**src/rtl/id_operand_fetch.sv**
```systemverilog
// Decode / operand-fetch stage: drives register-file read addresses, captures
// operands with write-back bypass and decoded fields into a one-entry output register.
module id_operand_fetch #(
  parameter int DW = 32,
  parameter int AW = 5
) (
  input  logic          clk,
  input  logic          rst,
  input  logic          in_valid,
  output logic          in_ready,
  input  logic [31:0]   inst,
  input  logic [DW-1:0] pc_in,
  output logic [AW-1:0] R_addr_A,
  output logic [AW-1:0] R_addr_B,
  input  logic [DW-1:0] rdata_A,
  input  logic [DW-1:0] rdata_B,
  input  logic          wb_en,
  input  logic [AW-1:0] wb_addr,
  input  logic [DW-1:0] wb_data,
  output logic          out_valid,
  input  logic          out_ready,
  output logic [DW-1:0] op_a,
  output logic [DW-1:0] op_b,
  output logic [DW-1:0] imm,
  output logic [AW-1:0] dst,
  output logic [5:0]    opcode,
  output logic [5:0]    funct,
  output logic [AW-1:0] src_a,
  output logic [AW-1:0] src_b,
  output logic [DW-1:0] pc_out
);

  typedef enum logic [0:0] {
    ST_EMPTY = 1'b0,
    ST_FULL  = 1'b1
  } state_t;

  state_t        state_r;
  state_t        state_nxt_s;
  logic          accept_s;
  logic          drain_s;
  logic          stall_s;
  logic [DW-1:0] op_a_r;
  logic [DW-1:0] op_b_r;
  logic [DW-1:0] imm_r;
  logic [AW-1:0] dst_r;
  logic [5:0]    opcode_r;
  logic [5:0]    funct_r;
  logic [AW-1:0] src_a_r;
  logic [AW-1:0] src_b_r;
  logic [DW-1:0] pc_r;
  logic [DW-1:0] fetch_a_s;
  logic [DW-1:0] fetch_b_s;
  logic [DW-1:0] imm_s;
  logic [AW-1:0] dst_s;

  // r0 reads as zero; a same-edge register-file write must be forwarded
  function automatic logic [DW-1:0] fetch_operand(
    input logic [AW-1:0] addr,
    input logic [DW-1:0] rdata,
    input logic          wen,
    input logic [AW-1:0] waddr,
    input logic [DW-1:0] wdata
  );
    logic [DW-1:0] val;
    if (addr == {AW{1'b0}}) begin
      val = {DW{1'b0}};
    end else if (wen && (waddr == addr)) begin
      val = wdata;
    end else begin
      val = rdata;
    end
    return val;
  endfunction

  function automatic logic [AW-1:0] decode_dst(input logic [31:0] iw);
    logic [AW-1:0] d;
    case (iw[31:26])
      6'h00:   d = iw[15:11];
      6'h02:   d = {AW{1'b0}};
      6'h03:   d = {AW{1'b1}};
      default: d = iw[20:16];
    endcase
    return d;
  endfunction

  function automatic logic [DW-1:0] decode_imm(input logic [31:0] iw, input logic [DW-1:0] pc);
    logic [DW-1:0] v;
    case (iw[31:26])
      6'h0C, 6'h0D, 6'h0E: v = {{(DW-16){1'b0}}, iw[15:0]};
      6'h0F:               v = {iw[15:0], {(DW-16){1'b0}}};
      6'h02, 6'h03:        v = {pc[DW-1:DW-4], iw[25:0], 2'b00};
      default:             v = {{(DW-16){iw[15]}}, iw[15:0]};
    endcase
    return v;
  endfunction

  assign R_addr_A  = inst[25:21];
  assign R_addr_B  = inst[20:16];
  assign out_valid = (state_r == ST_FULL);
  assign in_ready  = (state_r == ST_EMPTY) | out_ready;
  assign accept_s  = in_valid & in_ready;
  assign drain_s   = (state_r == ST_FULL) & out_ready;
  assign stall_s   = (state_r == ST_FULL) & ~out_ready;

  // Operand selection and field decode for the instruction being offered
  always_comb begin
    fetch_a_s = fetch_operand(inst[25:21], rdata_A, wb_en, wb_addr, wb_data);
    fetch_b_s = fetch_operand(inst[20:16], rdata_B, wb_en, wb_addr, wb_data);
    imm_s     = decode_imm(inst, pc_in);
    dst_s     = decode_dst(inst);
  end

  // Next-state logic for the one-entry output buffer
  always_comb begin
    state_nxt_s = state_r;
    case (state_r)
      ST_EMPTY: begin
        if (accept_s) begin
          state_nxt_s = ST_FULL;
        end else begin
          state_nxt_s = ST_EMPTY;
        end
      end
      ST_FULL: begin
        if (drain_s && !accept_s) begin
          state_nxt_s = ST_EMPTY;
        end else begin
          state_nxt_s = ST_FULL;
        end
      end
      default: state_nxt_s = ST_EMPTY;
    endcase
  end

  // State register and output payload; stalled operands track write-backs
  always_ff @(posedge clk) begin
    if (!rst) begin
      state_r  <= ST_EMPTY;
      op_a_r   <= {DW{1'b0}};
      op_b_r   <= {DW{1'b0}};
      imm_r    <= {DW{1'b0}};
      dst_r    <= {AW{1'b0}};
      opcode_r <= 6'd0;
      funct_r  <= 6'd0;
      src_a_r  <= {AW{1'b0}};
      src_b_r  <= {AW{1'b0}};
      pc_r     <= {DW{1'b0}};
    end else begin
      state_r <= state_nxt_s;
      if (accept_s) begin
        op_a_r   <= fetch_a_s;
        op_b_r   <= fetch_b_s;
        imm_r    <= imm_s;
        dst_r    <= dst_s;
        opcode_r <= inst[31:26];
        funct_r  <= inst[5:0];
        src_a_r  <= inst[25:21];
        src_b_r  <= inst[20:16];
        pc_r     <= pc_in;
      end else if (stall_s) begin
        if (wb_en && (wb_addr != {AW{1'b0}}) && (wb_addr == src_a_r)) begin
          op_a_r <= wb_data;
        end
        if (wb_en && (wb_addr != {AW{1'b0}}) && (wb_addr == src_b_r)) begin
          op_b_r <= wb_data;
        end
      end
    end
  end

  assign op_a   = op_a_r;
  assign op_b   = op_b_r;
  assign imm    = imm_r;
  assign dst    = dst_r;
  assign opcode = opcode_r;
  assign funct  = funct_r;
  assign src_a  = src_a_r;
  assign src_b  = src_b_r;
  assign pc_out = pc_r;

endmodule

```
**config.mk**
```make
export PLATFORM = sky130hd
export DESIGN_NAME = id_operand_fetch
export DESIGN_NICKNAME = d
export VERILOG_FILES = /design/src/rtl/id_operand_fetch.sv
export SDC_FILE = /design/constraint.sdc
export NUM_CORES = 1
export LEC_CHECK = 0
export ABC_AREA = 1
export CORE_ASPECT_RATIO = 1.5
export CORE_UTILIZATION = 48
export DETAILED_ROUTE_END_ITERATION = 16
export GPL_TIMING_DRIVEN = 0
export HOLD_SLACK_MARGIN = 0.05
export PLACE_DENSITY = 0.95
export SKIP_CTS_REPAIR_TIMING = 1
export SLEW_MARGIN = 10
export SYNTH_ARGS = -nofsm -noshare
export SYNTH_HDL_FRONTEND = slang
export SYNTH_SLANG_ARGS = --single-unit
```
**constraint.sdc**
```tcl
create_clock -name clk -period 2.1 [get_ports clk]
set_input_delay 0.315 -clock clk [delete_from_list [all_inputs] [get_ports clk]]
set_output_delay 0.315 -clock clk [all_outputs]
set_load 0.005 [all_outputs]
```
==> impl_metrics.csv, run 1 <==
group,metric,value,unit
outcome,outcome,"completed",
routing,num_vias,10400,
pwr,switching_power,2570,uW
logic_synthesis,synth.ff_latch_count,156,
logic_synthesis,ys_seq_area_frac,0.372,
setup_path,cp.arrival,2.29,ns
sta,rsz0062_at_grt,"no",
logic_synthesis,yosysTopAreaCell,"dfxtp_1",
place,dpl.hpwl,24900,microns
sta,setup_slack,0.132,ns
sta,finClkSkew,0.0102,ns
cts,clkSinkCount,156,
finish,multi_input_area,4390,sq um
grt,gr-total-overflow,0,
pwr,power.internal,5950,uW
logic_synthesis,yosys.area_share.adder,0,
routing,remaining_drc_errors,0,
sta,max_slew_margin,0.457,
logic_synthesis,ys_warn_count,0,
logic_synthesis,syn_avg_cell_area,6.21,sq um
logic_synthesis,synth-compound-area-share,0.0984,
floorplan,rows,58,
cts,insertion_delay,0.43,ns
grt,grt_first_pass_wirelength,51100,microns
grt,antenna_found_initial,1,
logic_synthesis,synthSimpleGateAreaFrac,0.423,
pwr,clkPwrFrac,0.369,
logic_synthesis,syn_inst,1354,
finish,instances_no_fill,1932,
sta,post-route-min-period,1.97,ns
min_path,hold_path.class,"in2reg",
floorplan,core,17000,sq um
logic_synthesis,synth_top_area_share,0.372,
sta,clock.fmax,508,MHz
routing,wirelength,33700,microns
logic_synthesis,syn_area,8400,sq um
cts,cts_max_level,4,
place,dp_cells,1899,
place,gp_congestion,0.978,
logic_synthesis,synth.distinct_cells,28,
routing,viasPerCell,5.37,
place,portBuffers,335,
pwr,power_density,674,nW/um^2
floorplan,pin_count,337,
sta,setup_viol,0,
cts,cts_tree,"done",
job,cap_violations,0,
grt,grt_max_degree,18,
sta,maxSlewViolCount,0,
finish,fillCellCount,1311,
setup_path,end_kind,"flip-flop",
floorplan,die_area,18100,sq um
routing,first_pass_iters,5,
pwr,vdd_drop_max,0.000522,V
sta,fin_crit_sh,0.937,
floorplan,die_height,164,microns
grt,track_usage,0.378,
floorplan,initial_core_util,0.495,
setup_path,crit_path_max_fanout,10,
logic_synthesis,synthMuxAreaShare,0,
setup_path,critical_path_class,"in2reg",
sta,worst_hold_slack,0.383,ns
pwr,power_leakage,0.00598,uW
setup_path,cp_data_required_time,2.43,ns
pwr,power,8520,uW
finish,stdcell_area,12600,sq um
routing,postRouteAntennaNets,0,
place,dp_slack,-0.269,ns
pwr,seqPwrFrac,0.392,
finish,seqCellArea,3120,sq um
place,post_dp_cell_area,12000,sq um
cts,clock_path_buffers,2,
setup_path,startpoint_type,"primary input",
routing,drt_iter0_drc,882,
pwr,swShare,0.302,
pwr,power_frac_comb,0.239,
logic_synthesis,syn_nets,1524,
finish,nNetsFinal,1878,
logic_synthesis,synth_top_family_by_area,"simple AND/OR/NAND/NOR gates",
floorplan,dieWidth,110,microns
setup_path,r2r_slack,0.22,ns
finish,drive_gt1_frac,0.0657,
cts,clkTransAtPathRegs,0.07,ns
sta,finalHoldViolations,0,
sta,tightest_slew,0.814,ns
finish,areaGrowthSynthToFinish,50.4,%
logic_synthesis,synth_area_leaders,"dfxtp_1, nand2_1, nor2_1, nand3b_1, o21ai_0",
logic_synthesis,synth_xor_area_frac,0,
routing,wl_per_cell,17.4,microns
cts,cts_buffers,17,
grt,first_global_vias,9712,
cts,cts-root-buf,"clkbuf_16",
cells in the final DEF, fill, tap and decap left out, drive strengths merged:
master / instances
nand3b: 64
bufinv: 1
o21ai: 81
dlymetal6s2s: 3
nor2: 356
a211oi: 1
clkdlybuf4s50: 332
nor3: 1
dfxtp: 156
nand4: 4
buf: 54
a31oi: 14
clkbuf: 54
clkinv: 2
or2: 4
clkinvlp: 2
diode: 1
nand2: 384
nand3: 30
a21oi: 62
a22oi: 1
inv: 114
o2bb2ai: 1
sequential cells by signal (all words and copies together) (netlist names):
name	count
opcode	6
op_a	32
imm	32
funct	6
pc_out	32
op_b	32
out_valid	1
src_b	5
src_a	5
dst	5
area by class of cell:
cell class                 count  share of cell area
multi-input combinational   1003               0.347
timing repair buffer         335               0.266
sequential                   156               0.247
buffer                        91              0.0408
clock buffer                  17              0.0337
inverter                     104              0.0311
tap                          210              0.0208
clock inverter                15              0.0135
antenna                        1            0.000198
metrics by stage:
step	util	TNS (ns)
after global placement	0.708	-16.36
after floorplan	-	0
after detailed placement	0.708	-17.71
after CTS	0.743	0
final	0.744	0
after global routing	0.744	0
synthesized netlist by cell type, drive strengths merged:
cell	count
a211oi	1
a21oi	62
a22oi	1
a31oi	14
buf	54
clkbuf	37
dfxtp	156
inv	104
nand2	384
nand3	30
nand3b	64
nand4	4
nor2	356
nor3	1
o21ai	81
o2bb2ai	1
or2	4
final timing paths:
check / cells past startpoint / to / startpoint
worst max-delay path: 10 / op_a[28] / inst[23]
worst min-delay path: 3 / dst[1] / inst[17]
worst max register to register: 7 / pc_out[26] / out_valid
worst min register to register: 2 / imm[1] / imm[1]
power groups by stage:
stage,sequential (uW),clock (uW),combinational (uW)
6_report,3340,3150,2040
5_1_grt,3360,3270,2210
4_1_cts,3330,3140,2000
3_5_place_dp,3390,0,1980
3_3_place_gp,3390,0,1940
2_1_floorplan,3390,0,827
per-layer routing:
metal / track usage / vias up / wire length, microns
li1: - / 4907 / -
met1: 0.420 / 4655 / 12100
met2: 0.607 / 629 / 15800
met3: 0.108 / 182 / 3130
met4: 0.278 / 2 / 2550
met5: 0 / - / 11
critical path: stages:
cell             delay [ns]
clkdlybuf4s50_1        0.54
inv_1                  0.22
nand4_1                0.12
o21ai_0                0.28
inv_1                  0.20
clkbuf_2               0.23
nand2_1                0.11
nor2_1                 0.04
nor2_1                 0.17
nor2_1                 0.06
kinds of logic after synthesis:
family                 Yosys count
flip-flops                     156
AND/OR/NAND/NOR                843
AO/OA/AOI/OAI                  160
buffers and inverters          195
Power figures use the tool's default switching activity.
==> run 2: changes to the inputs <==
Settings changed: SKIP_LAST_GASP from default to 1.
Clock period 2.1 ns to 2.5 ns, I/O delays scaled along.
==> run 2 against run 1 <==
  * Flip-flop and latch count stayed put
  * Largest cell class unchanged
  * Worst setup slack improved by 0.11 ns
  * Non-clock buffer count did not move
  * Routed wire length shrank 0.38%
  * Sequential share of layout area hardly changed
  * Critical endpoint is now R_addr_B[0]
  * Global-route usage hardly changed
==> impl_metrics.csv, run 2 (synthesized netlist as in run 1, its figures left out) <==
group,metric,value,unit
routing,postRouteAntennaNets,0,
sta,tightest_slew,0.808,ns
cts,cts-root-buf,"clkbuf_16",
routing,viasPerCell,5.39,
finish,diodes,0,
floorplan,rows,58,
setup_path,worstReg2RegEnd,"op_b[7]",
floorplan,dieWidth,110,microns
floorplan,pin_count,337,
sta,finClkSkew,0.0105,ns
place,gp_congestion,0.978,
min_path,worstHoldStart,"rst",
routing,num_vias,10400,
outcome,outcome,"completed",
place,portBuffers,335,
grt,grt_max_degree,18,
setup_path,r2r_slack,0.44,ns
routing,wirelength,33500,microns
min_path,hold_depth,3,
cts,clock_path_buffers,2,
setup_path,cp_data_required_time,2.12,ns
grt,first_global_vias,9714,
grt,grt_first_pass_wirelength,51100,microns
sta,clock.fmax,443,MHz
place,post_dp_cell_area,12000,sq um
min_path,hold_end,"imm[20]",
finish,areaGrowthSynthToFinish,50.1,%
finish,stdcell_area,12600,sq um
cts,insertion_delay,0.43,ns
grt,antenna_found_initial,1,
job,cap_violations,0,
cts,clkSinkCount,156,
sta,max_slew_margin,0.461,
cts,clkTransAtPathRegs,0.07,ns
place,dpl.hpwl,24900,microns
setup_path,critical_path_class,"in2out",
pwr,vdd_drop_max,0.000443,V
finish,drive_gt1_frac,0.0622,
routing,drt_iter0_drc,800,
sta,post-route-min-period,2.26,ns
cts,cts_tree,"done",
sta,rsz0062_at_grt,"no",
pwr,power_frac_comb,0.239,
cts,cts_max_level,4,
pwr,clkPwrFrac,0.369,
pwr,power_leakage,0.00594,uW
setup_path,reg2reg_depth,9,
setup_path,crit_path_max_fanout,5,
sta,finalHoldViolations,0,
finish,fillCellCount,1316,
grt,gr-total-overflow,0,
floorplan,die_area,18100,sq um
pwr,switching_power,2150,uW
pwr,power.internal,5000,uW
sta,timing.setup.tns,0,ns
floorplan,core,17000,sq um
floorplan,initial_core_util,0.495,
pwr,power_density,566,nW/um^2
sta,fin_crit_sh,0.904,
setup_path,end_kind,"output pin",
sta,maxSlewViolCount,0,
setup_path,r2r-start,"out_valid",
floorplan,die_height,164,microns
finish,nNetsFinal,1878,
routing,first_pass_iters,5,
routing,wl_per_cell,17.4,microns
grt,track_usage,0.378,
setup_path,startpoint_type,"primary input",
cts,cts_buffers,17,
pwr,swShare,0.301,
finish,final_cell_mix,"nand2_1, nor2_1, clkdlybuf4s50_1",
routing,remaining_drc_errors,0,
finish,layout_commonest_cell,"nand2_1",
finish,post-route-util,0.743,
sta,setup_viol,0,
pwr,seqPwrFrac,0.392,
min_path,hold_path.class,"in2reg",
setup_path,cp.arrival,1.88,ns
## run 2: changes by cell type in the layout (fill, tap and decap cells not counted)
cell / change
dlymetal6s2s_1: -3
clkbuf_1: +6
nor2_2: +1
nor2_4: -1
clkdlybuf4s50_1: +3
clkbuf_2: -6
diode_2: -1
## run 2: final cells by class
type                       instances  area, sq um  area share
clock inverter                    15          170      0.0135
multi-input combinational       1003         4380       0.347
inverter                         104          393      0.0311
timing repair buffer             335         3350       0.266
clock buffer                      17          425      0.0337
tap                              210          263      0.0208
buffer                            91          508      0.0403
sequential                       156         3120       0.248
## run 2: worst max-delay path: stages
cell,delay [ns]
clkdlybuf4s50_1,0.82
buf_4,0.20
clkdlybuf4s50_1,0.49
## run 2: worst max path at each step
| stage | start | endpoint | slack [ns] |
|---|---|---|---|
| 2_1_floorplan | out_ready | op_a[11] | 1.03 |
| 3_3_place_gp | inst[23] | op_a[15] | 0.03 |
| 3_5_place_dp | out_ready | op_b[7] | 0.07 |
| 4_1_cts | inst[16] | R_addr_B[0] | 0.43 |
| 5_1_grt | inst[16] | op_b[2] | 0.12 |
| 6_report | inst[16] | R_addr_B[0] | 0.24 |
## run 2: power groups by stage
stage | clock (uW) | combinational, uW | sequential (uW)
after floorplan | 0 | 695 | 2850
after global placement | 0 | 1630 | 2850
after detailed placement | 0 | 1660 | 2850
after CTS | 2640 | 1680 | 2800
after global routing | 2750 | 1850 | 2820
final | 2640 | 1710 | 2800
## run 2: routing by layer
layer  vias to the layer above  share of wire  GRT usage
met5                         -        0.00033          0
met4                         2          0.078      0.278
met3                       187          0.095      0.108
met2                       637           0.47      0.607
met1                      4669           0.36      0.419
li1                       4910              -          -
## run 2: per-stage QoR
step | hold slack [ns] | setup WS [ns] | total power (uW) | std cells
final | 0.453 | 0.240 | 7150 | 1931
after global routing | 0.464 | 0.119 | 7430 | 1931
after CTS | 0.427 | 0.428 | 7110 | 1931
after detailed placement | 0.465 | 0.0708 | 4510 | 1899
after global placement | 0.453 | 0.0324 | 4480 | 1899
after floorplan | 0.456 | 1.03 | 3540 | 1354
